File: src/rtl/adder_pkg.sv
// Shared definitions for the bit-serial subtractor: FSM encoding and index sizing.
package adder_pkg;

    typedef enum logic [1:0] {
        IDLE = 2'd0,
        RUN  = 2'd1,
        DONE = 2'd2
    } state_t;

    localparam int N_DEFAULT = 4;

    // Bits needed to count positions 0..n; never narrower than one bit.
    function automatic int idx_width(input int n);
        return (n < 1) ? 1 : $clog2(n + 1);
    endfunction

    localparam int IDX_W = idx_width(N_DEFAULT);

endpackage

File: src/rtl/full_subtractor.sv
// One-bit full subtractor: d = a - b - bin, bout set when the bit needs a borrow.
module full_subtractor (
    input  logic a,
    input  logic b,
    input  logic bin,
    output logic d,
    output logic bout
);

    assign d    = a ^ b ^ bin;
    assign bout = (~a & b) | (~(a ^ b) & bin);

endmodule

File: src/rtl/serial_ripple_subtractor.sv
// Bit-serial x - y, LSB first, one bit per clock through a single full subtractor.
// Results are published only on completion; partial bits stay internal.
module serial_ripple_subtractor
    import adder_pkg::*;
#(
    parameter int n = 4
) (
    input  logic       clk,
    input  logic       rst_n,
    input  logic       start,
    input  logic [n:0] x,
    input  logic [n:0] y,
    output logic [n:0] diff,
    output logic       borrow_out,
    output logic       ovf,
    output logic       busy,
    output logic       done
);

    localparam int IW = idx_width(n);
    localparam logic [IW-1:0] LAST_IDX = IW'(n);

    state_t        state_r;
    state_t        state_next_s;
    logic [n:0]    x_r;
    logic [n:0]    y_r;
    logic [n:0]    res_r;
    logic [n:0]    res_next_s;
    logic [IW-1:0] idx_r;
    logic          borrow_r;
    logic          a_s;
    logic          b_s;
    logic          d_s;
    logic          bout_s;
    logic          last_bit_s;
    logic          ovf_s;

    assign a_s = x_r[idx_r];
    assign b_s = y_r[idx_r];

    full_subtractor u_full_subtractor (
        .a    (a_s),
        .b    (b_s),
        .bin  (borrow_r),
        .d    (d_s),
        .bout (bout_s)
    );

    // Next-state decode and merge of the current result bit into the partial word.
    always_comb begin
        state_next_s        = state_r;
        res_next_s          = res_r;
        res_next_s[idx_r]   = d_s;
        last_bit_s          = (idx_r == LAST_IDX);
        ovf_s               = (x_r[n] != y_r[n]) && (d_s != x_r[n]);
        case (state_r)
            IDLE: begin
                if (start) begin
                    state_next_s = RUN;
                end else begin
                    state_next_s = IDLE;
                end
            end
            RUN: begin
                if (last_bit_s) begin
                    state_next_s = DONE;
                end else begin
                    state_next_s = RUN;
                end
            end
            DONE:    state_next_s = IDLE;
            default: state_next_s = IDLE;
        endcase
    end

    // State register.
    always_ff @(posedge clk or negedge rst_n) begin
        if (!rst_n) begin
            state_r <= IDLE;
        end else begin
            state_r <= state_next_s;
        end
    end

    // Operand latch, serial datapath and result publication on the final bit.
    always_ff @(posedge clk or negedge rst_n) begin
        if (!rst_n) begin
            x_r        <= '0;
            y_r        <= '0;
            res_r      <= '0;
            idx_r      <= '0;
            borrow_r   <= 1'b0;
            diff       <= '0;
            borrow_out <= 1'b0;
            ovf        <= 1'b0;
        end else begin
            case (state_r)
                IDLE: begin
                    if (start) begin
                        x_r      <= x;
                        y_r      <= y;
                        res_r    <= '0;
                        idx_r    <= '0;
                        borrow_r <= 1'b0;
                    end else begin
                        idx_r    <= idx_r;
                    end
                end
                RUN: begin
                    res_r    <= res_next_s;
                    borrow_r <= bout_s;
                    idx_r    <= idx_r + IW'(1);
                    if (last_bit_s) begin
                        diff       <= res_next_s;
                        borrow_out <= bout_s;
                        ovf        <= ovf_s;
                    end else begin
                        diff       <= diff;
                    end
                end
                default: begin
                    idx_r <= idx_r;
                end
            endcase
        end
    end

    assign busy = (state_r != IDLE);
    assign done = (state_r == DONE);

endmodule

File: config.mk
export PLATFORM = sky130hd
export DESIGN_NAME = serial_ripple_subtractor
export DESIGN_NICKNAME = d
export VERILOG_FILES = /design/src/rtl/adder_pkg.sv /design/src/rtl/full_subtractor.sv /design/src/rtl/serial_ripple_subtractor.sv
export SDC_FILE = /design/constraint.sdc
export NUM_CORES = 1
export LEC_CHECK = 0
export CORE_MARGIN = 2
export CORE_UTILIZATION = 49
export CTS_BUF_LIST = sky130_fd_sc_hd__clkbuf_8
export DETAILED_ROUTE_END_ITERATION = 10
export PLACE_DENSITY = 0.88
export SLEW_MARGIN = 0
export SYNTH_ARGS = -nofsm -noshare
export SYNTH_HDL_FRONTEND = slang
export SYNTH_SLANG_ARGS = --single-unit
File: constraint.sdc
create_clock -name clk -period 2.1 [get_ports clk]
set_clock_uncertainty 0.1 [all_clocks]
set_input_delay 0.315 -clock clk [delete_from_list [all_inputs] [get_ports clk]]
set_output_delay 0.315 -clock clk [all_outputs]
set_load 0.02 [all_outputs]
==> metrics.txt <==
drt first pass iters=4; DRC=0; Layout Area Growth over Synthesis=33.3%; Die H=56.2 µm; first-pass GRT wire length=4890 µm; Top-Level Pins=22; fraction of layout instances using a drive strength above 1=0.309; # Max-Cap Violations=0; Die ar.=3160 µm²; worst path required time=2.16 ns; initial antenna violation count=0; worst setup path class=reg2reg; Yosys warnings=0; fin nets=169; Post-Syn Area=1340 µm²; critical path's slowest cell=fa_1; Num CTS Buffers=3; vias post-DR=1000; Largest delay share family, worst path=compound AO/OA/AOI/OAI gates; synth top area cells=dfrtp_1 (52%), mux2_2 (11%), o21ai_0 (4.1%); total routed wirelength=between 2000 and 3000 µm; Post-synth ARST share=1.00; vias in the first global route=1058; Fin. Hold Viols=0; core area=2520 µm²; CP cell instances=mux2i_1 -> o2bb2ai_1 -> a221o_1 -> fa_1 -> and3b_2 -> a22oi_1 -> o21ai_1; cell row count=18; crit-path max FO=7; IO Port Bufs=21; Final Util=0.705; n_diodes=0; final worst slack=-0.154 ns; metal2 WL=1540 µm; Yosys top cell by area=dfrtp_1; Top FF cell, synth=dfrtp_1; CTS tree=done; number of enable flip-flop cells after synthesis=0; fmax=0.444 GHz; drt initial violations=24; gpl congestion=around 0.86; HP Class=in2async; clk slew on worst S/H paths=0.09 ns; Detailed Place HPWL=2040 µm; Int Power=~1.9 mW; setup TNS=-0.800 ns; clock buffer depth=2; CTS sink cnt=28; Netlist cell types=33; fillers=176; placed cells=between 150 and 200; commonest non-fill, non-tap cells in the layout=dfrtp_1 (25), clkdlybuf4s50_1 (21), buf_4 (16), mux2_2 (13), nand2_1 (10); Mapped Nets=131; fin crit period=2.25 ns; startpoint type of the worst setup path=flip-flop; Top Metal Used=met4; Seq/Total Area, Yosys=0.525; switching part of the total=0.380; GRT Total Usage=0.201; status=finished with violations; flop-to-flop setup slack=-0.15 ns; WL met1=1180 µm; Mapped Cells=115; commonest non-fill, non-tap cell in the layout=dfrtp_1; Max VDD drop=1.02 mV; Avg Synthesized Cell Area=between 10 and 15 µm²; Final Max Slew Viols=0; Slew @ Worst Pin=0.516 ns; Final ANT Viol Nets=0; P_leak=around 0.8 nW; Rel. slew slack=0.656; Final Setup Violations=6; combinational cell fraction of total power=0.532; clock share of power=0.138; period utilization=1.07; Hold Buf Count CTS=0; Starting Density=0.529; RSZ-0062 raised after global routing=true; P per Cell Area=1710 nW/µm²; top cell type's share of synthesized area=0.525; WP buf/inv=0; htree depth=1; Die Wd=~56 µm; critical path capture point type=flip-flop; Worst-Skew Late Latency=~0.28 ns; CP peak stage delay=~0.49 ns; failing checks=negative setup slack; Yosys reg bits=28; critical path arrival=roughly 2.3 ns; total grt overflow=0; wire per inst=15.8 µm; Sw Pwr=1.16 mW; Finished Layout Cells=approximately 180; Met3 Wirelength=109 µm; clock root buffer=clkbuf_8; Flop pwr share=0.330; pin count of the biggest net entering global routing=29; drt via density=5.49
sequential cells by signal, indices dropped and copies added (netlist names):
name,cells
x_r,5
idx_r,3
ovf,1
borrow_r,1
res_r,5
y_r,5
diff,5
borrow_out,1
state_r,2
layer usage:
layer | vias up | GRT usage
met2 | 27 | 0.366
met4 | 0 | 0.0782
met1 | 494 | 0.229
met5 | - | 0
met3 | 7 | 0.0395
li1 | 472 | -
cell type report:
class	count	area, µm²	area share
Sequential cell	28	704	0.396
Multi-Input combinational cell	74	602	0.338
Inverter	9	33.8	0.0190
Clock buffer	3	41.3	0.0232
Tap cell	30	37.5	0.0211
Timing Repair Buffer	37	330	0.186
Clock inverter	1	30.0	0.0169
final timing paths:
check                              start  cells after the start  endpoint
max in group asynchronous          rst_n                      2  idx_r[1]
min in group clk                 diff[2]                      2   diff[2]
worst min register to register   diff[2]                      2   diff[2]
worst max-delay path            idx_r[0]                      7  res_r[4]
worst max register to register  idx_r[0]                      7  res_r[4]
worst min-delay path               rst_n                      2  res_r[3]
cells by family (layout without fill, tap and decap cells):
kind of cell	Yosys count	after routing	share of synthesized area
multiplexers	16	16	0.132
buffers and inverters	13	50	0.0469
flip-flops	28	28	0.525
AND/OR/NAND/NOR	28	28	0.131
adder cells (fa/ha/maj)	3	3	0.0337
AO/OA/AOI/OAI	27	27	0.131
worst reg2reg max path, stage by stage, from the launching register on:
cell and delay, ns:
dfrtp_2 0.45, mux2i_1 0.23, o2bb2ai_1 0.08, a221o_1 0.29, fa_1 0.49, and3b_2 0.28, a22oi_1 0.13, o21ai_1 0.09
timing repair:
item | in CTS | in global routing
pin swaps | 3 | 0
setup buffers | 3 | 0
gates resized for setup | 8 | 1
setup endpoints to repair | 7 | 7
power by group through the flow:
stage,logic [mW],clock network [mW],registers [mW]
after floorplan,0.908,0,1.00
after global placement,1.34,0,0.980
after detailed placement,1.43,0,0.999
after CTS,1.59,0.421,0.999
after global routing,1.78,0.443,1.04
final,1.62,0.419,1.01
synth_stat cells, types with 2 or more instances:
library cell / count
nand2b_1: 2
a22oi_1: 3
o21ai_0: 11
ha_1: 2
o22ai_1: 2
inv_1: 9
mux2_2: 13
a21oi_1: 5
mux2i_1: 3
nor3b_1: 2
nor2_1: 3
dfrtp_1: 28
nand3b_1: 2
nand2_1: 10
buf_2: 2
through the flow:
stage          total power [mW]  worst slack, ns  hold WS [ns]  instance area (µm²)
2_1_floorplan              1.91           -0.116       -0.0806                 1340
3_3_place_gp               2.32           -0.113         0.364                 1660
3_5_place_dp               2.43           -0.238         0.370                 1660
4_1_cts                    3.01           -0.148         0.312                 1770
5_1_grt                    3.26           -0.313         0.328                 1780
6_report                   3.05           -0.154         0.309                 1780
Note: power is estimated with default switching activity, not from simulation.
